**config.mk**
```make
export PLATFORM = sky130hd
export DESIGN_NAME = alu_req_arbiter_flat
export DESIGN_NICKNAME = d
export VERILOG_FILES = /design/src/rtl/alu_arb_pkg.sv /design/src/rtl/alu_req_arbiter_if.sv /design/src/rtl/alu_tag_fifo.sv /design/src/rtl/alu_req_arbiter.sv /design/src/flat_wrapper.sv
export SDC_FILE = /design/constraint.sdc
export NUM_CORES = 1
export LEC_CHECK = 0
export CAP_MARGIN = 40
export CELL_PAD_IN_SITES_DETAIL_PLACEMENT = 0
export CELL_PAD_IN_SITES_GLOBAL_PLACEMENT = 1
export CORE_MARGIN = 3
export CORE_UTILIZATION = 30
export DETAILED_ROUTE_END_ITERATION = 10
export PLACE_DENSITY = 0.67
export SETUP_SLACK_MARGIN = 0.2
export SYNTH_ARGS = -nofsm -noshare
export SYNTH_HDL_FRONTEND = slang
export SYNTH_SLANG_ARGS = --single-unit
```
**constraint.sdc**
```tcl
create_clock -name clk -period 3.4 [get_ports clk]
set_input_delay 0.34 -clock clk [delete_from_list [all_inputs] [get_ports clk]]
set_output_delay 0.34 -clock clk [all_outputs]
set_load 0.03 [all_outputs]
```
**src/rtl/alu_arb_pkg.sv**
```systemverilog
// rtl/alu_arb_pkg.sv - shared types, defaults and round-robin pick for the ALU request arbiter
package alu_arb_pkg;

  localparam int DEF_NREQ      = 4;
  localparam int DEF_DW        = 10;
  localparam int DEF_RW        = 9;
  localparam int DEF_TAG_DEPTH = 8;

  localparam int OP_MSB = 9;
  localparam int OP_LSB = 8;
  localparam int A_MSB  = 7;
  localparam int A_LSB  = 4;
  localparam int B_MSB  = 3;
  localparam int B_LSB  = 0;

  typedef enum logic {EMPTY, FULL} arb_state_e;

  typedef struct packed {
    logic       found;
    logic [2:0] idx;
  } rr_pick_t;

  // Scans up to 8 requesters starting at ptr, wrapping modulo n.
  function automatic rr_pick_t rr_pick(input logic [7:0] valid, input logic [2:0] ptr,
                                       input int unsigned n);
    rr_pick_t    r;
    int unsigned k;
    r = '0;
    for (int unsigned i = 0; i < 8; i++) begin
      k = (32'(ptr) + i) % n;
      if (!r.found && (i < n) && valid[k[2:0]]) begin
        r.found = 1'b1;
        r.idx   = k[2:0];
      end
    end
    return r;
  endfunction

endpackage

```
**src/rtl/alu_req_arbiter_if.sv**
```systemverilog
// rtl/alu_req_arbiter_if.sv - requester, ALU and result bundle for the ALU request arbiter
interface alu_req_arbiter_if #(
  parameter int NREQ      = 4,
  parameter int DW        = 10,
  parameter int RW        = 9,
  parameter int TAG_DEPTH = 8
);
  localparam int IW = $clog2(NREQ);
  localparam int CW = $clog2(TAG_DEPTH) + 1;

  logic [NREQ*DW-1:0] req_data;
  logic [NREQ-1:0]    req_valid;
  logic [NREQ-1:0]    req_ready;
  logic [DW-1:0]      alu_data;
  logic               alu_valid;
  logic               alu_ready;
  logic [RW-1:0]      res_data;
  logic               res_valid;
  logic [RW-1:0]      out_data;
  logic [NREQ-1:0]    out_valid;
  logic [IW-1:0]      grant_id;
  logic [CW-1:0]      tag_count;
  logic               err_orphan;

  modport slave (
    input  req_data, req_valid, alu_ready, res_data, res_valid,
    output req_ready, alu_data, alu_valid, out_data, out_valid, grant_id, tag_count, err_orphan
  );

  modport master (
    output req_data, req_valid, alu_ready, res_data, res_valid,
    input  req_ready, alu_data, alu_valid, out_data, out_valid, grant_id, tag_count, err_orphan
  );
endinterface

```
**src/rtl/alu_tag_fifo.sv**
```systemverilog
// rtl/alu_tag_fifo.sv - in-order FIFO of requester ids awaiting ALU results
module alu_tag_fifo #(
  parameter int TW    = 2,
  parameter int DEPTH = 8
) (
  input  logic                       clk,
  input  logic                       reset,
  input  logic                       push,
  input  logic [TW-1:0]              push_tag,
  input  logic                       pop,
  output logic [TW-1:0]              head,
  output logic [$clog2(DEPTH):0]     count,
  output logic                       full,
  output logic                       empty
);
  localparam int AW = $clog2(DEPTH);
  localparam int CW = AW + 1;

  logic [TW-1:0] mem [DEPTH];
  logic [AW-1:0] wr_ptr;
  logic [AW-1:0] rd_ptr;
  logic          do_push;
  logic          do_pop;

  assign full    = (count == CW'(DEPTH));
  assign empty   = (count == '0);
  assign do_push = push && !full;
  assign do_pop  = pop && !empty;
  assign head    = mem[rd_ptr];

  always_ff @(posedge clk) begin
    if (do_push) mem[wr_ptr] <= push_tag;
  end

  // Pointers wrap naturally because DEPTH is a power of two.
  always_ff @(posedge clk or posedge reset) begin
    if (reset) begin
      wr_ptr <= '0;
      rd_ptr <= '0;
      count  <= '0;
    end else begin
      if (do_push) wr_ptr <= wr_ptr + 1'b1;
      if (do_pop)  rd_ptr <= rd_ptr + 1'b1;
      if (do_push && !do_pop)      count <= count + 1'b1;
      else if (do_pop && !do_push) count <= count - 1'b1;
    end
  end
endmodule

```
**src/rtl/alu_req_arbiter.sv**
```systemverilog
// rtl/alu_req_arbiter.sv - round-robin arbiter feeding one ALU, with tag-routed results
module alu_req_arbiter
  import alu_arb_pkg::*;
#(
  parameter int NREQ      = DEF_NREQ,
  parameter int DW        = DEF_DW,
  parameter int RW        = DEF_RW,
  parameter int TAG_DEPTH = DEF_TAG_DEPTH
) (
  input  logic            clk,
  input  logic            reset,
  alu_req_arbiter_if.slave bus
);
  localparam int IW = $clog2(NREQ);
  localparam int CW = $clog2(TAG_DEPTH) + 1;
  localparam logic [NREQ-1:0] ONE = NREQ'(1);

  arb_state_e      state;
  logic [IW-1:0]   rr_ptr;
  logic [7:0]      valid8;
  logic [2:0]      ptr3;
  rr_pick_t        pick;
  logic [IW-1:0]   win;
  logic            can_load;
  logic            load;
  logic [DW-1:0]   alu_data_q;
  logic [IW-1:0]   grant_q;
  logic [RW-1:0]   out_data_q;
  logic [NREQ-1:0] out_valid_q;
  logic            err_orphan_q;
  logic [IW-1:0]   tag_head;
  logic [CW-1:0]   tag_count;
  logic            tag_full;
  logic            tag_empty;
  logic            tag_pop;

  always_comb begin
    valid8            = '0;
    valid8[NREQ-1:0]  = bus.req_valid;
    ptr3              = '0;
    ptr3[IW-1:0]      = rr_ptr;
  end

  assign pick     = rr_pick(valid8, ptr3, NREQ);
  assign win      = pick.idx[IW-1:0];
  // Full tag FIFO blocks loading even when a pop lands in the same cycle.
  assign can_load = ((state == EMPTY) || bus.alu_ready) && !tag_full;
  assign load     = can_load && pick.found && !reset;
  assign tag_pop  = bus.res_valid && !tag_empty;

  assign bus.req_ready  = load ? (ONE << win) : '0;
  assign bus.alu_valid  = (state == FULL);
  assign bus.alu_data   = alu_data_q;
  assign bus.grant_id   = grant_q;
  assign bus.out_data   = out_data_q;
  assign bus.out_valid  = out_valid_q;
  assign bus.tag_count  = tag_count;
  assign bus.err_orphan = err_orphan_q;

  always_ff @(posedge clk or posedge reset) begin
    if (reset) begin
      state        <= EMPTY;
      rr_ptr       <= '0;
      alu_data_q   <= '0;
      grant_q      <= '0;
      out_data_q   <= '0;
      out_valid_q  <= '0;
      err_orphan_q <= 1'b0;
    end else begin
      if (load) begin
        alu_data_q <= bus.req_data[win*DW +: DW];
        grant_q    <= win;
        state      <= FULL;
        rr_ptr     <= (win == IW'(NREQ - 1)) ? '0 : win + 1'b1;
      end else if ((state == FULL) && bus.alu_ready) begin
        state <= EMPTY;
      end
      out_valid_q <= tag_pop ? (ONE << tag_head) : '0;
      if (tag_pop) out_data_q <= bus.res_data;
      if (bus.res_valid && tag_empty) err_orphan_q <= 1'b1;
    end
  end

  alu_tag_fifo #(
    .TW    (IW),
    .DEPTH (TAG_DEPTH)
  ) u_tag_fifo (
    .clk      (clk),
    .reset    (reset),
    .push     (load),
    .push_tag (win),
    .pop      (tag_pop),
    .head     (tag_head),
    .count    (tag_count),
    .full     (tag_full),
    .empty    (tag_empty)
  );
endmodule

```
**src/flat_wrapper.sv**
```systemverilog
// flat-port wrapper written by rule: the top's interface ports become plain ports
module alu_req_arbiter_flat import alu_arb_pkg::*;
#(
  parameter int NREQ      = DEF_NREQ,
  parameter int DW        = DEF_DW,
  parameter int RW        = DEF_RW,
  parameter int TAG_DEPTH = DEF_TAG_DEPTH
)
  (clk, reset, bus_req_data, bus_req_valid, bus_alu_ready, bus_res_data, bus_res_valid, bus_req_ready, bus_alu_data, bus_alu_valid, bus_out_data, bus_out_valid, bus_grant_id, bus_tag_count, bus_err_orphan);
  alu_req_arbiter_if #(.NREQ(NREQ), .DW(DW), .RW(RW), .TAG_DEPTH(TAG_DEPTH)) bus_i ();
  input  logic clk;
  input  logic reset;
  input wire logic [$bits(bus_i.req_data)-1:0] bus_req_data;
  input wire logic [$bits(bus_i.req_valid)-1:0] bus_req_valid;
  input wire logic [$bits(bus_i.alu_ready)-1:0] bus_alu_ready;
  input wire logic [$bits(bus_i.res_data)-1:0] bus_res_data;
  input wire logic [$bits(bus_i.res_valid)-1:0] bus_res_valid;
  output wire logic [$bits(bus_i.req_ready)-1:0] bus_req_ready;
  output wire logic [$bits(bus_i.alu_data)-1:0] bus_alu_data;
  output wire logic [$bits(bus_i.alu_valid)-1:0] bus_alu_valid;
  output wire logic [$bits(bus_i.out_data)-1:0] bus_out_data;
  output wire logic [$bits(bus_i.out_valid)-1:0] bus_out_valid;
  output wire logic [$bits(bus_i.grant_id)-1:0] bus_grant_id;
  output wire logic [$bits(bus_i.tag_count)-1:0] bus_tag_count;
  output wire logic [$bits(bus_i.err_orphan)-1:0] bus_err_orphan;
  assign bus_i.req_data = bus_req_data;
  assign bus_i.req_valid = bus_req_valid;
  assign bus_i.alu_ready = bus_alu_ready;
  assign bus_i.res_data = bus_res_data;
  assign bus_i.res_valid = bus_res_valid;
  assign bus_req_ready = bus_i.req_ready;
  assign bus_alu_data = bus_i.alu_data;
  assign bus_alu_valid = bus_i.alu_valid;
  assign bus_out_data = bus_i.out_data;
  assign bus_out_valid = bus_i.out_valid;
  assign bus_grant_id = bus_i.grant_id;
  assign bus_tag_count = bus_i.tag_count;
  assign bus_err_orphan = bus_i.err_orphan;
  alu_req_arbiter #(.NREQ(NREQ), .DW(DW), .RW(RW), .TAG_DEPTH(TAG_DEPTH)) u_core (.clk(clk), .reset(reset), .bus(bus_i));
endmodule
```
# Word level (Yosys, flattened, before mapping)
# Memory sizes are Yosys's and may differ from the RTL's.
# Cells that the tools add are included.
# W data, S select, Z words.
# word_totals
reg_bits	39
word_cells	76
in_bits	57
ram_bits	16
n_memories	1
out_inout_bits	35
# classes
n_lt_le_gt_ge	4
bitwise	1
shift	3
multipliers	1
addsub	8
eq_ne	2
n_reduce_logical	25
n_mux	21
# memory_table
name	words	word_bits	rd	rd_clocked_by_memory_dff	wr	line_no	rtl
u_core.u_tag_fifo.mem	8	2	1	0	1	alu_tag_fifo.sv:19	logic [TW-1:0] mem [DEPTH];
# op_table
cell	n
$shiftx A40 B7 Y10	1
$mux W4	8
$lt A2 B4 Y1 const B	4
$logic_and A1 B1 Y1	13
$bmux W1 S2	4
$logic_not A1 Y1	8
$mux W1	8
$shl A1 B2 Y4 const A	2
$add A3 B1 Y3 const B	2
$mul A2 B3 Y5 const B	1
$add A2 B1 Y2 const B	2
$add A2 B2 Y2 const B	2
$add A4 B1 Y4 const B	1
$eq A4 B4 Y1 const B	1
$logic_not A4 Y1	1
$reduce_bool A2 Y1	2
$sub A4 B1 Y4 const B	1
$eq A2 B2 Y1 const B	1
$mux W2	1
$logic_or A1 B1 Y1	1
$not A1 Y1	1

# Depth between registers and ports, before layout
# Gate-level depths: netlist of the first run.
# logic_depth
word_depth	19
mapped_depth	12
mapped_depth_nobuf	11

# Modules after synthesis
# From an unflattened synthesis of the first run, not the netlist that was laid out.
# unflattened
cells_unflattened	210
hier_area_um2	2715.1
# modules_own_cells
mod	area_per_inst_um2	cells_per_inst	n_inst	seq_area_each_um2
alu_req_arbiter	1461.4	122	1	725.7
alu_tag_fifo	1253.7	88	1	730.7

# Worst setup path before layout of the first run
# No wires, ideal clock.
# synth_path
kind	register -> register
start	reg u_core.u_tag_fifo.count[1]
end	reg u_core.u_tag_fifo.count[3]
setup_slack_ps	724
path_stages_with_launch	11
t_arrival_ps	2554
n_path_buf	1
path_cell_list	dfrtp_1 o41ai_2 buf_2 ha_1 inv_1 ha_1 a21o_1 a21oi_1 xnor2_1 nor2_1 xnor2_1
# synth_via
elab_chain_cells	9
elab_cells_between_ends	19
cone_classes	add/sub (2); eq/ne (1); mux (2); reduce/logical (14)
# synth_rtl
element	line_no	rtl
from (decl)	alu_tag_fifo.sv:12	output logic [$clog2(DEPTH):0] count,
from (signal assigned)	alu_tag_fifo.sv:44	if (do_push && !do_pop) count <= count + 1'b1;
from (signal assigned)	alu_tag_fifo.sv:45	else if (do_pop && !do_push) count <= count - 1'b1;
$eq A4 B4 Y1	alu_tag_fifo.sv:25	assign full = (count == CW'(DEPTH));
$logic_not A1 Y1	alu_tag_fifo.sv:27, alu_req_arbiter.sv:47	
$logic_and A1 B1 Y1	alu_req_arbiter.sv:47	assign can_load = ((state == EMPTY) || bus.alu_ready) && !tag_full;
$logic_and A1 B1 Y1 (2 in a row)	alu_req_arbiter.sv:48	assign load = can_load && pick.found && !reset;
$logic_and A1 B1 Y1	alu_tag_fifo.sv:27	assign do_push = push && !full;
$logic_not A1 Y1	alu_tag_fifo.sv:45	
$logic_and A1 B1 Y1	alu_tag_fifo.sv:45	
$reduce_bool A2 Y1 (no source line)	n/a	
# Several ways; a longest one is shown, not always the timed one. The select of a mux whose other input is x is not followed.
# A chain may end at the register's enable or synchronous reset.

==> results.cfg, run 1 <==
[logic_synthesis]
synthTopCellsByCount = dfrtp_1, nand2_1, mux2i_1
yosysWarnings = 0
synth_fp_nets = 276
yosysUniqueCellTypes = 37
synth_top_area_share_pct = 35.98
syn_area_um2 = 2713
synthTopCellsByArea = dfrtp_1, edfxtp_1, mux2i_1
synth-seq-cells = 55
synth_most_common_cell = dfrtp_1
synthArstFlopShare_pct = 70.91
synth_edf_count = 16
synth_flop_cell = dfrtp_1
synthCells = 209
synth.avg_cell_area_um2 = 12.98
yosysSeqAreaShare_pct = 53.69
yosys.area.top_type = dfrtp_1

[drt]
vias = 1914
drcViolationCount = 0
drt_iter0_drc = 53
wl_per_cell_um = 14.37
vias_per_cell = 4.634
detail_route.wirelength_mm = 5.933
first_pass_iters = 4
ant_nets = 0

[run_status]
status = finished clean

[clocking]
cts_buffers = 5
cts_tree = built
path_clk_slew_ps = 100
clockBufferDepth = 2
clk_latency_ps = 310
ctsHoldBuffers = 0
cts_root_buf = clkbuf_8
cts.sinks = 55
htree_levels = 2
post_cts_resized = 0
post_cts_buffers = 0

[grt]
antenna_found_initial = 0
grt_pass1_vias = 2071
track_usage_pct = 12.39
overflow = 0
grt_max_degree = 23
grt_pass1_wl_mm = 9.949

[timing]
hold_violations = 0
drv_slew = 0
slew_headroom_pct = 55.24
final.setup.tns_ps = 0
tightest_slew_ps = 667.3
fin_skew_ps = 7.172
rsz0062_at_grt = no
fmax_mhz = 341.7
fin_crit_ps = 2927
finalSetupViolCount = 0
fin_crit_sh_pct = 86.08

[power_and_ir_drop]
powerDensity_nw_per_um2 = 806.4
leakagePower_nw = 1.543
peakVddDrop_v = 0.0003199

[layout]
multi_input_area_um2 = 1179
n_fill_cell = 820
finalNonFillerCells = 413
drive_gt1_share_pct = 14.75
regArea_um2 = 1456
final_nets = 371
area_growth_pct = 42.34
num_antenna_cells = 0

[min_path]
hold_path_class = in -> async

[place]
place.port_buffers = 91
place_inst = 405
dp_hpwl_mm = 4.620
gp_congestion = 0.7537

[floorplanning]
core_area_um2 = 8763
die_area_um2 = 10220
io_pins = 92
die_w_um = 101.1
die_y_um = 101.1
start_util_pct = 30.95
rows = 34

[worst_setup_path]
start_kind = primary input
path_class = in -> out
cp_data_required_time_ps = 3060
path_max_fanout = 12
worstSetupEndpointType = output pin
critical_path_arrival_ps = 2590

[run]
maxCapViolations = 0
[cell usage in the layout, fill, tap and decap left out, types with 2 or more instances in the layout]
cell type,netlist,routed
inv_1,6,5
nand2_1,26,26
nor3_1,3,3
o221ai_2,10,10
nand2b_1,7,7
mux2i_1,23,23
clkinv_1,0,2
nor2b_1,2,2
edfxtp_1,16,16
ha_1,9,9
buf_4,1,5
dfrtp_1,39,39
nor2_1,13,13
mux4_2,4,4
clkbuf_8,0,5
and2_1,4,4
clkdlybuf4s50_1,0,91
mux2_2,12,12
a21oi_1,3,3
xnor2_1,6,6
o21ai_1,2,2
[sequential cells by signal (all words and copies together) (netlist names), 2 cells and up]
name and count:
u_core.bus.alu_data 10, u_core.u_tag_fifo.count 4, u_core.bus.grant_id 2, u_core.u_tag_fifo.rd_ptr 3, u_core.u_tag_fifo.wr_ptr 3, u_core.u_tag_fifo.mem 16, u_core.bus.out_data 9, u_core.bus.out_valid 4
u_core.rr_ptr 2
[metrics by stage]
step           util, %  worst slack [ps]  hold slack, ps  power (W)  instance area, µm²
2_1_floorplan        -             723.8           488.8   0.002152                2713
3_3_place_gp     42.79             486.6           453.7   0.002710                3750
3_5_place_dp     42.79             416.1           465.9   0.002721                3750
4_1_cts          44.06             455.1           408.5   0.003171                3861
5_1_grt          44.06             358.7           436.3   0.003355                3861
6_report         44.06             473.1           390.7   0.003114                3861
[metal layers]
metal	vias up	global-route usage (%)	routed length, µm
met3	6	5.329	671
met1	878	14.29	2487
met4	0	3.067	64
met2	91	21.13	2710
met5	-	0	0
li1	939	-	-
[power breakdown]
| group | internal [W] | total [W] | switching (W) |
|---|---|---|---|
| sequential | 0.000925 | 0.00112 | 0.000191 |
| combinational | 0.000736 | 0.00156 | 0.000824 |
| clock | 0.000220 | 0.000437 | 0.000217 |
[critical path, stage by stage]
cell and delay (ps):
clkdlybuf4s50_1 550, mux2i_1 100, a221o_1 440, clkinv_2 170, ha_1 170, and2_1 120
clkdlybuf4s50_1 690
[worst paths after layout]
path                            cells past startpoint  slack [ps]                        from                         end
worst min register to register                      1         480       u_core.bus.err_orphan       u_core.bus.err_orphan
worst min-delay path                                2         390                       reset      u_core.bus.alu_data[3]
max in group asynchronous                           3        2350                       reset     u_core.bus.out_valid[0]
worst max register to register                     11         790  u_core.u_tag_fifo.count[0]  u_core.u_tag_fifo.count[3]
min in group clk                                    1         480       u_core.bus.err_orphan       u_core.bus.err_orphan
worst max-delay path                                7         470            bus_req_valid[3]            bus_req_ready[3]
[cells by family (layout without fill, tap and decap cells)]
group | after synthesis | after routing | synth area share, %
simple gates | 58 | 58 | 9.640
fa+ha+maj | 10 | 10 | 4.889
xor+xnor | 7 | 7 | 2.260
flops | 55 | 55 | 53.69
compound gates | 24 | 24 | 9.871
buf+inv | 16 | 112 | 2.860
mux | 39 | 39 | 16.79
[area by class of cell]
class,instances,share of cell area (%)
Sequential cell,55,37.72
Multi-Input combinational cell,138,30.52
Timing Repair Buffer,96,24.56
Tap cell,108,3.500
Clock buffer,5,1.782
Clock inverter,3,1.102
Inverter,8,0.8101
No activity file was read; power rests on OpenSTA's default activity.
==> inputs of run 2 (changes only) <==
--- a/config.mk
+++ b/config.mk
@@ -5,13 +5,15 @@
 export SDC_FILE = /design/constraint.sdc
 export NUM_CORES = 1
 export LEC_CHECK = 0
+export ABC_AREA = 1
 export CAP_MARGIN = 40
 export CELL_PAD_IN_SITES_DETAIL_PLACEMENT = 0
 export CELL_PAD_IN_SITES_GLOBAL_PLACEMENT = 1
 export CORE_MARGIN = 3
 export CORE_UTILIZATION = 30
 export DETAILED_ROUTE_END_ITERATION = 10
-export PLACE_DENSITY = 0.67
+export MAX_ROUTING_LAYER = met4
+export PLACE_DENSITY = 0.7
 export SETUP_SLACK_MARGIN = 0.2
 export SYNTH_ARGS = -nofsm -noshare
 export SYNTH_HDL_FRONTEND = slang
==> run 2 against run 1 <==
Against the previous run:
- sequential power increased by 5%
- count of clock-buffer cells in the layout increased by 2
- sequential share of layout area decreased by 2.7 points
- largest power group unchanged
- critical path depth increased by 6
- first-iteration DRC count increased by 130%
- clock power decreased by 13%
- design area increased by 7.7%
==> results.cfg, run 2 <==
[layout]
final_cell_mix = nand2_1, clkdlybuf4s50_1, inv_1
layout_commonest_cell = nand2_1
final_nets = 541
stdcell_area_um2 = 4159
num_antenna_cells = 0
largest_register_ffs = 16
regMostFlops = u_core.u_tag_fifo.mem
regArea_um2 = 1458
n_fill_cell = 990
multi_input_area_um2 = 1290
area_growth_pct = 37.75
drive_gt1_share_pct = 6.947

[grt]
antenna_found_initial = 0
grt_max_degree = 40
grt_pass1_wl_mm = 12.69
grt_pass1_vias = 2688
overflow = 0
track_usage_pct = 14.22

[logic_synthesis]
yosys.area.top_type = dfrtp_1
synthArstFlopShare_pct = 70.91
synth_most_common_cell = nand2_1
syn_area_um2 = 3019
synth.avg_cell_area_um2 = 7.945
yosysWarnings = 0
yosysUniqueCellTypes = 35
synthTopCellsByArea = dfrtp_1, edfxtp_1, nand2_1
yosysSeqAreaShare_pct = 48.24
synthCells = 380
synth_flop_cell = dfrtp_1
synth-seq-cells = 55
synth_edf_count = 16
synthTopCellsByCount = nand2_1, inv_1, dfrtp_1
synth_top_area_share_pct = 32.32
synth_fp_nets = 447

[timing]
fin_crit_sh_pct = 86.81
rsz0062_at_grt = no
finalSetupViolCount = 0
tightest_slew_ps = 511.6
drv_slew = 0
fmax_mhz = 338.8
final.setup.tns_ps = 0
slew_headroom_pct = 65.89
fin_skew_ps = 13.23
hold_violations = 0
fin_crit_ps = 2952

[clocking]
path_clk_slew_ps = 110
cts_root_buf = clkbuf_8
post_cts_buffers = 0
clk_latency_ps = 310
cts.sinks = 55
cts_buffers = 5
clockBufferDepth = 2
cts_tree = built
htree_levels = 2
ctsHoldBuffers = 0

[floorplanning]
rows = 35
die_area_um2 = 11300
die_w_um = 106.3
core_area_um2 = 9503
io_pins = 92
start_util_pct = 31.77
die_y_um = 106.3

[place]
gp_congestion = 0.8560
dp_hpwl_mm = 5.656
place.port_buffers = 91
place_area_um2 = 4061

[drt]
vias_per_cell = 4.386
drt_iter0_drc = 124
vias = 2649
drcViolationCount = 0
ant_nets = 0
first_pass_iters = 4
detail_route.wirelength_mm = 7.391
wl_per_cell_um = 12.24

[power_and_ir_drop]
peakVddDrop_v = 0.0004726
leakagePower_nw = 1.975
powerDensity_nw_per_um2 = 973.0

[worst_setup_path]
slowest_stage = dfrtp_2
critPathMaxStageDelay_ps = 500
startpoint = u_core.rr_ptr[0]
start_kind = flip-flop
cp_data_required_time_ps = 3060
path_class = reg -> out
path_max_fanout = 11
path_cells = inv_2 -> nand2_1 -> nand3_1 -> nand2_2 -> nor2_4 -> nand3_2 -> nand3_1 -> nand2_2 -> inv_1 -> ha_1 -> inv_1 -> nor2_1 -> dlygate4sd2_1
critical-path-top-delay-family = simple AND/OR/NAND/NOR gates
rr_startpoint = u_core.rr_ptr[0]
worstSetupEndpointType = output pin
critical_path_arrival_ps = 2610
crit_buf_inv = 4

[run_status]
status = finished clean

[run]
maxCapViolations = 0

[min_path]
hold_path_class = in -> async
[run 2: changes by cell type in the layout (fill, tap and decap cells not counted), moves of 10 or more]
cell      delta
mux2_2      -11
nand3_1     +35
o21ai_0     +14
inv_1       +46
nor2_1      +18
nand2_1     +98
mux2i_1     -23
o221ai_2    -10
[run 2: report_power, final]
group,total (W),internal [W],leakage [nW],switching [W]
Combinational,0.00249,0.000921,1.31,0.00156
Clock,0.000382,0.000168,0.0484,0.000215
Sequential,0.00118,0.000999,0.617,0.000180
Total,0.00405,0.00209,1.98,0.00196
[run 2: kinds of logic (layout without fill, tap and decap cells)]
group           count (synthesis)  count (layout)  share of synthesized area [%]
simple gates                  215             215                          31.04
buf+inv                        65             160                          9.034
flops                          55              55                          48.24
compound gates                 28              28                          5.180
fa+ha+maj                      10              10                          4.393
xor+xnor                        6               6                          1.741
mux                             1               1                         0.3730
[run 2: cell type report]
cell class                 count  share of cell area [%]
inverter                      56                   5.054
multi-input combinational    260                   31.02
tap                          129                   3.881
clock buffer                   7                   2.076
timing repair buffer          96                   22.71
sequential                    55                   35.05
clock inverter                 1                  0.2106
[run 2: routing by layer]
metal,GRT usage (%),wire (µm),up-vias
met1,17.66,3268,1185
li1,-,-,1373
met2,22.90,3494,82
met3,3.947,541,9
met4,3.793,87,0
met5,-,0,-
[run 2: metrics by stage]
step	utilization [%]	total power, W	setup WS [ps]	hold WS (ps)	instances
CTS	43.74	0.004114	314.2	487.1	604
global placement	42.74	0.003680	369.6	460.7	596
finish	43.77	0.004047	448.4	468.5	604
detailed placement	42.74	0.003721	312.9	465.5	596
floorplan	-	0.002886	280.7	436.4	380
global route	43.77	0.004461	209.2	512.1	604
[run 2: worst paths after layout]
| check | slack (ps) | cells after the start | end |
|---|---|---|---|
| worst max-delay path | 450 | 13 | bus_req_ready[3] |
| worst min-delay path | 470 | 3 | u_core.bus.alu_valid |
| worst max register to register | 510 | 17 | u_core.u_tag_fifo.count[3] |
| worst min register to register | 490 | 2 | u_core.bus.out_data[3] |
| max in group asynchronous | 2540 | 3 | u_core.rr_ptr[0] |
| min in group clk | 490 | 2 | u_core.bus.out_data[3] |
[run 2: tightest hold or removal path: stages]
cell and delay (ps):
clkdlybuf4s50_1 400, inv_1 60, buf_4 440
[run 2: repair_timing]
item | CTS | global route
resized for setup | 2 | 1
pin swaps | 0 | 0
cloned | 0 | 0
setup endpoints to repair | 1 | 1
